$ cat src/rtl/rf_arb_pkg.sv
// rf_arb_pkg: shared definitions for the register-file access arbiter.
// Contents:
//   state_t       - FSM encoding (IDLE = 1'b0, ACCESS = 1'b1)
//   DEF_DW        - default register data width
//   DEF_NUM_REQ   - default number of requesters
//   DEF_NUM_REGS  - default number of registers in the bank
package rf_arb_pkg;

  typedef enum logic {
    IDLE   = 1'b0,
    ACCESS = 1'b1
  } state_t;

  localparam int DEF_DW       = 16;
  localparam int DEF_NUM_REQ  = 4;
  localparam int DEF_NUM_REGS = 8;

endpackage

$ cat src/rtl/rf_access_arbiter_picker.sv
// rf_rr_picker: combinational round-robin selector.
// Ports:
//   req   in  NUM_REQ          request vector
//   ptr   in  $clog2(NUM_REQ)  index where the search starts
//   valid out 1                at least one request is asserted
//   idx   out $clog2(NUM_REQ)  first asserted request at or above ptr, wrapping
module rf_rr_picker
  import rf_arb_pkg::*;
#(
  parameter int NUM_REQ = DEF_NUM_REQ
) (
  input  logic [NUM_REQ-1:0]         req,
  input  logic [$clog2(NUM_REQ)-1:0] ptr,
  output logic                       valid,
  output logic [$clog2(NUM_REQ)-1:0] idx
);

  localparam int IW = $clog2(NUM_REQ);

  // One extra bit so ptr + k cannot overflow before the wrap correction.
  logic [IW:0] cand;

  always_comb begin
    valid = 1'b0;
    idx   = '0;
    cand  = '0;
    for (int k = 0; k < NUM_REQ; k++) begin
      cand = {1'b0, ptr} + (IW+1)'(k);
      if (cand >= (IW+1)'(NUM_REQ)) begin
        cand = cand - (IW+1)'(NUM_REQ);
      end
      if (!valid && req[cand[IW-1:0]]) begin
        valid = 1'b1;
        idx   = cand[IW-1:0];
      end
    end
  end

endmodule

$ cat src/rtl/rf_access_arbiter.sv
// rf_access_arbiter: round-robin controller sharing a bank of clock-enabled
// registers between NUM_REQ requesters. Each grant becomes exactly one write
// (one-hot reg_clk_en + reg_d for one cycle) or one read (reg_q sampled into
// rdata with an rvalid strobe). All flops act on the falling edge of clk_n.
// Ports:
//   clk_n, rst_n  clock (falling edge active), async active-low reset
//   req/req_we/req_addr/req_wdata  per-requester operation, packed
//   gnt           one-hot grant pulse
//   reg_clk_en, reg_d, reg_q       register bank interface
//   rdata, rvalid, rid             read result, strobe and requester index
// Build option: RF_ARB_R0_ZERO_EN makes register 0 read as zero and never
// enables its write clock.
module rf_access_arbiter
  import rf_arb_pkg::*;
#(
  parameter int NUM_REQ  = DEF_NUM_REQ,
  parameter int NUM_REGS = DEF_NUM_REGS,
  parameter int DW       = DEF_DW,
  parameter int AW       = $clog2(NUM_REGS)
) (
  input  logic                       clk_n,
  input  logic                       rst_n,
  input  logic [NUM_REQ-1:0]         req,
  input  logic [NUM_REQ-1:0]         req_we,
  input  logic [NUM_REQ*AW-1:0]      req_addr,
  input  logic [NUM_REQ*DW-1:0]      req_wdata,
  output logic [NUM_REQ-1:0]         gnt,
  output logic [NUM_REGS-1:0]        reg_clk_en,
  output logic [DW-1:0]              reg_d,
  input  logic [NUM_REGS*DW-1:0]     reg_q,
  output logic [DW-1:0]              rdata,
  output logic                       rvalid,
  output logic [$clog2(NUM_REQ)-1:0] rid
);

  localparam int IW = $clog2(NUM_REQ);

  state_t              state;
  logic [IW-1:0]       ptr;
  logic [IW-1:0]       win;
  logic                we_q;
  logic [AW-1:0]       addr_q;

  logic                pick_valid;
  logic [IW-1:0]       pick_idx;
  logic [NUM_REQ-1:0]  pick_onehot;
  logic                sel_we;
  logic [AW-1:0]       sel_addr;
  logic [DW-1:0]       sel_wdata;
  logic [NUM_REGS-1:0] sel_clk_en;
  logic [DW-1:0]       rd_word;

  rf_rr_picker #(
    .NUM_REQ (NUM_REQ)
  ) u_picker (
    .req   (req),
    .ptr   (ptr),
    .valid (pick_valid),
    .idx   (pick_idx)
  );

  assign sel_we    = req_we[pick_idx];
  assign sel_addr  = req_addr[pick_idx*AW +: AW];
  assign sel_wdata = req_wdata[pick_idx*DW +: DW];

  always_comb begin
    pick_onehot           = '0;
    pick_onehot[pick_idx] = 1'b1;
  end

  // Write enable for the winner; out-of-range addresses enable nothing.
  always_comb begin
    sel_clk_en = '0;
    if (sel_we && (int'(sel_addr) < NUM_REGS)) begin
      sel_clk_en[sel_addr] = 1'b1;
    end
`ifdef RF_ARB_R0_ZERO_EN
    if (sel_addr == '0) begin
      sel_clk_en = '0;
    end
`endif
  end

  // Read mux on the latched address; out-of-range reads return zero.
  always_comb begin
    rd_word = '0;
    if (int'(addr_q) < NUM_REGS) begin
      rd_word = reg_q[addr_q*DW +: DW];
    end
`ifdef RF_ARB_R0_ZERO_EN
    if (addr_q == '0) begin
      rd_word = '0;
    end
`endif
  end

  // Strobes default low every cycle so gnt, reg_clk_en and rvalid are single
  // cycle pulses; reg_d and rdata only change when a new operation loads them.
  always_ff @(negedge clk_n or negedge rst_n) begin
    if (!rst_n) begin
      state      <= IDLE;
      ptr        <= '0;
      win        <= '0;
      we_q       <= 1'b0;
      addr_q     <= '0;
      gnt        <= '0;
      reg_clk_en <= '0;
      reg_d      <= '0;
      rdata      <= '0;
      rvalid     <= 1'b0;
      rid        <= '0;
    end else begin
      gnt        <= '0;
      reg_clk_en <= '0;
      rvalid     <= 1'b0;
      case (state)
        IDLE: begin
          if (pick_valid) begin
            win        <= pick_idx;
            we_q       <= sel_we;
            addr_q     <= sel_addr;
            gnt        <= pick_onehot;
            reg_clk_en <= sel_clk_en;
            if (sel_we) begin
              reg_d <= sel_wdata;
            end
            ptr   <= (int'(pick_idx) == NUM_REQ-1) ? '0 : pick_idx + 1'b1;
            state <= ACCESS;
          end
        end
        ACCESS: begin
          if (!we_q) begin
            rdata  <= rd_word;
            rvalid <= 1'b1;
            rid    <= win;
          end
          state <= IDLE;
        end
      endcase
    end
  end

endmodule

$ cat config.mk
export PLATFORM = sky130hd
export DESIGN_NAME = rf_access_arbiter
export DESIGN_NICKNAME = d
export VERILOG_FILES = /design/src/rtl/rf_arb_pkg.sv /design/src/rtl/rf_access_arbiter_picker.sv /design/src/rtl/rf_access_arbiter.sv
export SDC_FILE = /design/constraint.sdc
export NUM_CORES = 1
export LEC_CHECK = 0
export BUFFER_PORTS_ARGS = -buffer_cell sky130_fd_sc_hd__buf_2
export CORE_UTILIZATION = 38
export DETAILED_ROUTE_END_ITERATION = 10
export PLACE_DENSITY_LB_ADDON = 0.05
export SYNTH_ARGS = -nofsm -noshare
export SYNTH_HDL_FRONTEND = slang
export SYNTH_SLANG_ARGS = --single-unit
$ cat constraint.sdc
create_clock -name clk_n -period 2.1 [get_ports clk_n]
set_input_delay 0.21 -clock clk_n [delete_from_list [all_inputs] [get_ports clk_n]]
set_output_delay 0.21 -clock clk_n [all_outputs]
set_load 0.02 [all_outputs]
; ---- After elaboration in Yosys (flattened, before gate mapping)
; Index checks and enable logic that the tools add are counted.
[word_totals]
romBits = 0
input_bits = 214
ff_bits = 56
ram_bits = 0
output_inout_bits = 47
n_memories = 0
word_cells = 85
latch_bits = 0
[op_classes]
n_div = 0
magnitude_cmp = 12
n_mux = 36
n_shift = 3
n_mul = 1
n_bitwise = 2
n_reduce_logical = 11
addsub = 8
eq_ne = 1
[op_table]
columns = cell, count
row1 = 128-bit by 8-bit variable part select with 16-bit output, 1
row2 = 64-bit by 7-bit variable part select with 16-bit output, 1
row3 = 8-bit two-way mux, 3
row4 = 2-bit two-way mux, 9
row5 = "2-bit by 3-bit less-than comparator with 1-bit output, second input constant", 5
row6 = 1-bit two-way mux, 14
row7 = 12-bit by 5-bit variable part select with 3-bit output, 1
row8 = 1-bit binary-select mux with 2-bit select, 5
row9 = "3-bit greater-or-equal comparator, second input constant", 3
row10 = 4-bit two-way mux, 2
row11 = "2-bit by 1-bit subtractor with 2-bit output, second input constant", 4
row12 = "2-bit by 2-bit adder with 3-bit output, second input constant", 2
row13 = 1-bit logical AND, 5
row14 = "3-bit by 4-bit less-than comparator with 1-bit output, second input constant", 1
row15 = "2-bit by 2-bit multiplier with 4-bit output, second input constant", 1
row16 = 2-bit AND reduction, 2
row17 = "2-bit by 1-bit adder with 3-bit output, second input constant", 1
row18 = 1-bit demux with 3-bit select, 1
row19 = "2-bit by 3-bit greater-or-equal comparator with 1-bit output, second input constant", 1
row20 = "3-bit by 1-bit greater-or-equal comparator with 1-bit output, second input constant", 1
row21 = 1-bit zero test, 3
row22 = 3-bit AND reduction, 1
row23 = "2-bit by 1-bit adder with 2-bit output, second input constant", 1
row24 = 1-bit demux with 2-bit select, 1
row25 = 4 further kinds, 5

; ---- Depth between registers and ports, before layout
; Gate-level depths: netlist (run 1).
[logic_depth]
depth_word = 23
mapped_depth = 8
depth_no_buf = 7

; ---- Hierarchy
; From an unflattened synthesis (run 1), not the netlist that was laid out.
[hier_totals]
cells_unflattened = 313
hier_area_um2 = 3666.0
[by_module_without_submodules]
columns = mod, n_inst, cells_each, seq_area_each_um2, area_per_inst_um2
row1 = rf_access_arbiter, 1, 298, 1401.3, 3588.4
row2 = rf_rr_picker, 1, 15, 0.0, 77.6

==> results of run 1 <==
## layout make-up
class	instances	area, sq um
Sequential cell	56	1400
Inverter	4	18.8
Tap cell	129	161
Timing Repair Buffer	305	2070
Fill cell	822	3280
Multi-Input combinational cell	214	2370
Clock inverter	3	46.3
Clock buffer	5	68.8
## Yosys cell counts (2+ instances only)
library cell and count:
nand3_1 3, mux2_2 20, buf_4 4, mux2i_1 71, and2_1 4, nor2_1 2, nor3b_1 2, dfrtn_1 56
nand2b_1 2, inv_1 2, o21ai_0 22, clkbuf_1 11, nor3_1 2, ha_1 4, nor2b_1 3, a21o_1 2
mux4_2 32, buf_6 3, and4b_1 2, buf_2 3, nand2_1 25
## sequential cells by signal (all words and copies together) (netlist names)
register	flops
addr_q	3
ptr	2
rdata	16
reg_clk_en	8
win	2
state	1
we_q	1
rid	2
gnt	4
rvalid	1
reg_d	16
## through the flow
stage | util, % | hold slack [ns] | worst slack, ns | area [sq um]
final | 65.2 | 0.428 | -0.514 | 6140
after global routing | 65.2 | 0.440 | -0.575 | 6140
after CTS | 63.9 | 0.429 | -0.487 | 6020
after detailed placement | 58.2 | 0.429 | -0.895 | 5480
after global placement | 58.2 | 0.419 | -0.873 | 5480
after floorplan | - | 0.401 | -0.675 | 3840
## power by group
part           total, mW  internal (mW)  switching (mW)
logic               5.10           2.89            2.21
clock network      0.714          0.360           0.355
registers           1.93           1.58           0.347
total               7.74           4.83            2.92
## worst min-delay path by stage
stage	from	end
after global placement	win[1]	win[1]
after CTS	win[0]	win[0]
final	win[0]	win[0]
after global routing	win[0]	win[0]
after floorplan	we_q	we_q
after detailed placement	win[0]	win[0]
## layer usage
metal / vias up / share of wire, %
met2: 125 / 57
met1: 1739 / 36
met5: - / 0
met3: 14 / 4.9
li1: 1705 / -
met4: 0 / 1.8
## what timing repair did
| action | CTS | global route |
|---|---|---|
| setup buffers | 6 | 5 |
| endpoints found under the setup margin | 82 | 83 |
| resized for setup | 114 | 23 |
| endpoints found under the hold margin | 0 | 0 |
| pin swaps | 1 | 4 |
## logic make-up (layout without fill, tap and decap cells)
family | Yosys count | count (layout) | share of synthesized area, %
AND/OR/NAND/NOR | 52 | 52 | 7.37
adder cells (fa/ha/maj) | 4 | 4 | 1.33
flip-flops | 56 | 56 | 37.2
AO/OA/AOI/OAI | 34 | 34 | 6.04
buffers and inverters | 26 | 317 | 3.69
multiplexers | 124 | 124 | 44.4
## critical path, stage by stage
cell	delay (ns)
buf_8	0.11
nor2b_4	0.12
o21ba_4	0.24
nor2_4	0.14
buf_12	0.17
buf_12	0.15
mux2i_2	0.21
mux2i_1	0.10
mux2_4	0.26
==> reports/results.ini, run 1 <==
[status]
status=finished with violations
violations=setup timing

[cts]
clock_path_buffers=2
clk_latency_ns=0.30
cts_tree=done
path_clk_slew_ns=0.07
ctsRootBufferMaster=clkbuf_8
postCtsHoldBufs=0
cts.sinks=56
cts_made_buffers=5
cts_max_level=2

[finish]
layout_commonest_cell=buf_2
n_antenna_cell=0
layout_common_cells=buf_2 (210), mux2i_1 (69), dfrtn_1 (56)
final_cells=716
syn_to_final_growth_pct=63.0
nets=804
drive_above_1_share_pct=67.6

[timing]
grt_setup_unrepaired=true
setup_viol=72
maxSlewHeadroom_pct=71.5
drv_slew=0
hold_viol=0
worstMarginPinSlew_ns=0.427
tns_ns=-14.82
skew_ns=0.00917
layout_setup_ws_ns=-0.514

[worst_setup_path]
worstSetupPathType=input port to register
cp.arrival_ns=1.71
startpoint_type=input port
required_ns=1.20
endpoint=reg_d[11]
crit_fanout=16
r2r_start=ptr[0]
r2r_slack_ns=-0.01
cp-end-kind=register
r2r-end=reg_d[11]
worstRegToRegCells=8
startpoint=req[0]

[synth]
ys_seq_area_share_pct=37.2
syn-num-nets=514
async_flop_share_pct=100
synth_area_leaders=dfrtn_1 (37%), mux4_2 (19%), mux2i_1 (19%)
ys.warnings.count=0
ys.flop_type=dfrtn_1
synth_seq_cells=56
synth_edf_count=0
syn_area_per_cell_sq_um=12.7
netlist_area_sq_mm=0.00377
syn_inst=296
synth_top_area_share_pct=37.2
synth_cell_types=42
synth_top_area_cell=dfrtn_1

[routing]
drt-total-wl_microns=11000
drc_errors=0
dr_total_vias=3583
postRouteAntennaNets=0
detail_route.iter0.violations=72
first_pass_iters=4
wire_per_inst_microns=15.4
vias_per_cell=5.00

[power_and_ir_drop]
ir_worst_vdd_mv=0.633
p_leak_nw=3.11
power_density_mw_per_mm2=1260
total_power_mw=7.74

[floorplanning]
start_util_pct=40.0
dieArea_sq_mm=0.0103
die_h_microns=102
core-area_sq_mm=0.00942
io_pins=261
rows=35
dieWidth_microns=102

[placed_design]
port_buffers=260
globalplace.congestion=0.812
dp_hpwl_microns=8840
placedCellCount=697

[grt]
overflow=0
grt_max_degree=57
grt_use_met1_pct=23.5
grt_util_all_layers_pct=21.1
met2_usage_pct=40.7
grt_busiest_layer=met2
grt_pass1_vias=3740
grt_pass1_wl_microns=16900
antenna_found_initial=0
met3_usage_pct=3.52

[hold_path]
min_path_type=register to register
holdPathStages=1

[job]
max_cap_viol_count=0

Note: power is estimated with default switching activity, not from simulation.
==> run 2: changes to the inputs <==
- CORE_AREA: unset -> 2 2 101 103
- CORE_UTILIZATION: 38 -> unset
- DIE_AREA: unset -> 0 0 103 105
- clock period: 2.1 -> 3.3 ns (I/O delays scaled with it)
==> reports/results.ini, run 2 (synthesis gave the netlist of run 1 again) <==
[floorplanning]
io_pins=261  ; unchanged
dieArea_sq_mm=0.0108  ; was 0.0103 sq mm
die_h_microns=105  ; was 102 microns
core-area_sq_mm=0.00964  ; was 0.00942 sq mm
rows=36  ; was 35
dieWidth_microns=103  ; was 102 microns
start_util_pct=39.1  ; was 40.0%

[finish]
n_antenna_cell=0  ; unchanged
nets=798  ; was 804
layout_commonest_cell=buf_2  ; unchanged
finalInstanceArea_sq_mm=0.00580  ; was 0.00614 sq mm
reg.largest.list=rdata x16, reg_d x16, reg_clk_en x8  ; unchanged
syn_to_final_growth_pct=53.8  ; was 63.0%
layout_common_cells=buf_2 (257), mux2i_1 (65), dfrtn_1 (56)  ; was buf_2 (210), mux2i_1 (69), dfrtn_1 (56)
drive_above_1_share_pct=66.3  ; was 67.6%

[timing]
holdWs_ns=0.424  ; was 0.428 ns
hold_viol=0  ; unchanged
grt_setup_unrepaired=true  ; unchanged
maxSlewHeadroom_pct=27.0  ; was 71.5%
layout_setup_ws_ns=-0.0813  ; was -0.514 ns
setup_viol=24  ; was 72
skew_ns=0.00348  ; was 0.00917 ns
worstMarginPinSlew_ns=1.09  ; was 0.427 ns
drv_slew=0  ; unchanged

[grt]
grt_max_degree=41  ; was 57
grt_pass1_vias=3667  ; was 3740
grt_pass1_wl_microns=17900  ; was 16900 microns
grt_util_all_layers_pct=21.3  ; was 21.1%
overflow=0  ; unchanged
antenna_found_initial=0  ; unchanged

[power_and_ir_drop]
power_density_mw_per_mm2=784  ; was 1260 mW/mm^2
switchingPower_mw=1.82  ; was 2.92 mW
combinationalPowerShare_pct=62.4  ; was 65.9%
p_clk_share_pct=9.8  ; was 9.2%
ir_worst_vdd_mv=0.366  ; was 0.633 mV
p_leak_nw=2.99  ; was 3.11 nW
power_frac_seq_pct=27.8  ; was 24.9%
power.share.switching_pct=40.1  ; was 37.6%
p_int_mw=2.72  ; was 4.83 mW

[routing]
vias_per_cell=4.89  ; was 5.00
postRouteAntennaNets=0  ; unchanged
wire_per_inst_microns=16.9  ; was 15.4 microns
drt-total-wl_microns=12100  ; was 11000 microns
dr_total_vias=3489  ; was 3583
detail_route.iter0.violations=138  ; was 72
first_pass_iters=4  ; unchanged
drc_errors=0  ; unchanged

[cts]
cts_tree=done  ; unchanged
clk_latency_ns=0.30  ; about the same
cts.sinks=56  ; unchanged
clock_path_buffers=2  ; unchanged
path_clk_slew_ns=0.06  ; was 0.07 ns
postCtsHoldBufs=0  ; unchanged
cts_max_level=2  ; unchanged
ctsRootBufferMaster=clkbuf_8  ; unchanged
cts_made_buffers=5  ; unchanged

[hold_path]
min_path_type=register to register  ; unchanged

[worst_setup_path]
required_ns=1.81  ; was 1.20 ns
cp.arrival_ns=1.89  ; was 1.71 ns
crit_fanout=7  ; was 16
worstSetupPathType=input port to register  ; unchanged
cp-end-kind=register  ; unchanged
startpoint_type=input port  ; unchanged

[status]
violations=setup timing  ; unchanged
status=finished with violations  ; unchanged

[job]
max_cap_viol_count=0  ; unchanged

[placed_design]
globalplace.congestion=0.827  ; was 0.812
preCtsSetupSlack_ns=-0.467  ; was -0.895 ns
port_buffers=260  ; unchanged
dp_hpwl_microns=9750  ; was 8840 microns
place_area_sq_mm=0.00544  ; was 0.00548 sq mm

[run 2: power by group through the flow]
stage	Combinational, mW	Clock (mW)	Sequential, mW
after floorplan	1.64	0	1.45
after global placement	2.66	0	1.26
after detailed placement	2.70	0	1.27
after CTS	2.79	0.457	1.27
after global routing	3.07	0.483	1.32
final	2.84	0.444	1.26
[run 2: final cells by class]
type / instances / area (sq um)
Clock inverter: 2 / 35.0
Tap cell: 133 / 166
Clock buffer: 6 / 72.6
Fill cell: 857 / 3840
Inverter: 4 / 18.8
Timing Repair Buffer: 298 / 1720
Multi-Input combinational cell: 215 / 2380
Sequential cell: 56 / 1400
[run 2: what timing repair did]
item,CTS,global route
resized for setup,16,17
buffers inserted,2,4
endpoints found under the hold margin,0,0
gates cloned,1,3
pin swaps,5,1
endpoints found under the setup margin,23,29
[run 2: metrics by stage]
step	instances	TNS [ns]	power, mW	utilization [%]
3_5_place_dp	697	-11.94	3.97	56.5
5_1_grt	714	-3.23	4.87	60.1
6_report	714	-1.41	4.54	60.1
2_1_floorplan	296	-3.41	3.09	-
4_1_cts	708	-1.34	4.52	58.8
3_3_place_gp	697	-10.37	3.91	56.5
[run 2: final timing paths]
| path | cells after the start | startpoint | slack [ns] | end |
|---|---|---|---|---|
| max in group asynchronous | 2 | rst_n | 1.24 | rdata[4] |
| hold reg to reg | 2 | rdata[13] | 0.42 | rdata[13] |
| setup reg to reg | 6 | ptr[1] | 1.05 | reg_d[5] |
| min in group asynchronous | 1 | rst_n | 1.49 | reg_d[0] |
| hold / removal | 2 | rdata[13] | 0.42 | rdata[13] |
| setup / recovery | 7 | req[1] | -0.08 | reg_d[5] |
[run 2: metal layers]
metal  global-route usage [%]  part of all wire [%]  up-vias
li1                         -                     -     1693
met3                     5.02                   8.3       24
met5                        0                     0        -
met4                     5.73                   2.3        0
met1                     24.2                    38     1596
met2                     39.1                    52      176
[run 2: worst max-delay path, cell delays in order]
cell       delay (ns)
buf_12           0.11
or3b_4           0.39
o221ai_4         0.11
mux2i_2          0.13
o22ai_4          0.27
clkbuf_16        0.22
mux2_2           0.32
==> run 3: changes to the inputs <==
- clock period: 3.3 -> 3.8 ns (I/O delays scaled with it)
==> reports/results.ini, run 3 (synthesis gave the netlist of run 1 again) <==
[timing]
worstMarginPinSlew_ns=1.31  ; was 1.09 ns
drv_slew=0  ; unchanged
tns_ns=0  ; was -1.41 ns
skew_ns=0.00658  ; was 0.00348 ns
layout_setup_ws_ns=0.0617  ; was -0.0813 ns
hold_viol=0  ; unchanged
setup_viol=0  ; was 24
grt_setup_unrepaired=false  ; was true
maxSlewHeadroom_pct=12.8  ; was 27.0%

[finish]
reg.largest.list=rdata x16, reg_d x16, reg_clk_en x8  ; unchanged
n_antenna_cell=0  ; unchanged
layout_common_cells=buf_2 (260), mux2i_1 (71), dfrtn_1 (56)  ; was buf_2 (257), mux2i_1 (65), dfrtn_1 (56)
drive_above_1_share_pct=62.6  ; was 66.3%
utilization_pct=56.9  ; was 60.1%
syn_to_final_growth_pct=45.7  ; was 53.8%
layout_commonest_cell=buf_2  ; unchanged
nets=786  ; was 798

[routing]
detail_route.iter0.violations=95  ; was 138
postRouteAntennaNets=0  ; unchanged
vias_per_cell=4.88  ; was 4.89
wire_per_inst_microns=14.9  ; was 16.9 microns
drt-total-wl_microns=10500  ; was 12100 microns
drc_errors=0  ; unchanged
first_pass_iters=4  ; unchanged
dr_total_vias=3426  ; was 3489

[cts]
cts_tree=done  ; unchanged
cts_max_level=2  ; unchanged
post-cts-setup-buffer-count=0  ; was 2
cts.sinks=56  ; unchanged
postCtsHoldBufs=0  ; unchanged
clock_path_buffers=2  ; unchanged
path_clk_slew_ns=0.07  ; was 0.06 ns
post_cts_resized=0  ; was 16
clk_latency_ns=0.31  ; was 0.30 ns
cts_made_buffers=5  ; unchanged
ctsRootBufferMaster=clkbuf_8  ; unchanged

[floorplanning]
core-area_sq_mm=0.00964  ; unchanged
rows=36  ; unchanged
start_util_pct=39.1  ; unchanged
io_pins=261  ; unchanged
die_h_microns=105  ; unchanged
dieArea_sq_mm=0.0108  ; unchanged
dieWidth_microns=103  ; unchanged

[worst_setup_path]
cpLargestDelayFamily=compound AO/OA/AOI/OAI gates  ; was multiplexers
slowest_delay_ns=0.35  ; was 0.39 ns
startpoint_type=input port  ; unchanged
crit_fanout=17  ; was 7
path_buf_inv=2  ; unchanged
worstSetupPathType=input port to register  ; unchanged
path_cells=buf_2 -> nor2b_1 -> a211oi_2 -> o21ai_0 -> o22ai_2 -> buf_12 -> mux2_2  ; was buf_12 -> or3b_4 -> o221ai_4 -> mux2i_2 -> o22ai_4 -> clkbuf_16 -> mux2_2
cp_slowest_cell=mux2_2  ; was or3b_4
cp-end-kind=register  ; unchanged
cp.arrival_ns=1.99  ; was 1.89 ns
required_ns=2.05  ; was 1.81 ns

[placed_design]
preCtsSetupSlack_ns=-0.250  ; was -0.467 ns
dp_hpwl_microns=8850  ; was 9750 microns
globalplace.congestion=0.853  ; was 0.827
port_buffers=260  ; unchanged

[power_and_ir_drop]
p_leak_nw=2.86  ; was 2.99 nW
total_power_mw=3.65  ; was 4.54 mW
power_density_mw_per_mm2=665  ; was 784 mW/mm^2
ir_worst_vdd_mv=0.303  ; was 0.366 mV

[grt]
grt_pass1_wl_microns=17000  ; was 17900 microns
grt_pass1_vias=3611  ; was 3667
grt_max_degree=36  ; was 41
grt_util_all_layers_pct=19.7  ; was 21.3%
overflow=0  ; unchanged
antenna_found_initial=0  ; unchanged

[hold_path]
min_path_type=register to register  ; unchanged

[job]
max_cap_viol_count=0  ; unchanged

[status]
status=finished clean  ; was finished with violations

run 3: through the flow:
| step | std cells | hold slack, ns | area, sq um |
|---|---|---|---|
| 4_1_cts | 702 | 0.418 | 5490 |
| 2_1_floorplan | 296 | 0.401 | 3780 |
| 6_report | 702 | 0.415 | 5490 |
| 3_5_place_dp | 694 | 0.417 | 5390 |
| 3_3_place_gp | 694 | 0.419 | 5390 |
| 5_1_grt | 702 | 0.436 | 5490 |
run 3: worst paths after layout:
kind	start	endpoint	slack [ns]	depth (start not counted)
setup / recovery	req[2]	reg_d[3]	0.06	7
hold / removal	we_q	we_q	0.42	1
setup reg to reg	addr_q[1]	rdata[15]	1.59	3
hold reg to reg	we_q	we_q	0.42	1
max in group asynchronous	rst_n	reg_d[14]	1.41	2
min in group asynchronous	rst_n	reg_d[2]	1.81	1
run 3: worst register-to-register path, cell delays in order, from the launching register on:
cell and delay, ns:
dfrtn_1 1.28, mux4_2 0.44, mux2i_1 0.15, o21ai_0 0.11
run 3: routing by layer:
layer  vias to the layer above  GRT usage [%]  routed length (microns)
met1                      1605           24.4                     4110
met4                         0           5.55                      202
li1                       1672              -                        -
met5                         -              0                        0
met2                       130           34.5                     5550
met3                        19           3.75                      611
run 3: final cells by class:
cell class | count | area [sq um]
clock buffer | 6 | 82.6
clock inverter | 2 | 15.0
fill | 901 | 4150
inverter | 4 | 15.0
multi-input combinational | 214 | 2230
sequential | 56 | 1400
tap | 133 | 166
timing repair buffer | 287 | 1580
run 3: power breakdown:
part | switching [mW] | total [mW] | internal, mW
logic | 1.03 | 2.20 | 1.17
clock network | 0.197 | 0.345 | 0.148
registers | 0.237 | 1.11 | 0.869
total | 1.47 | 3.65 | 2.18
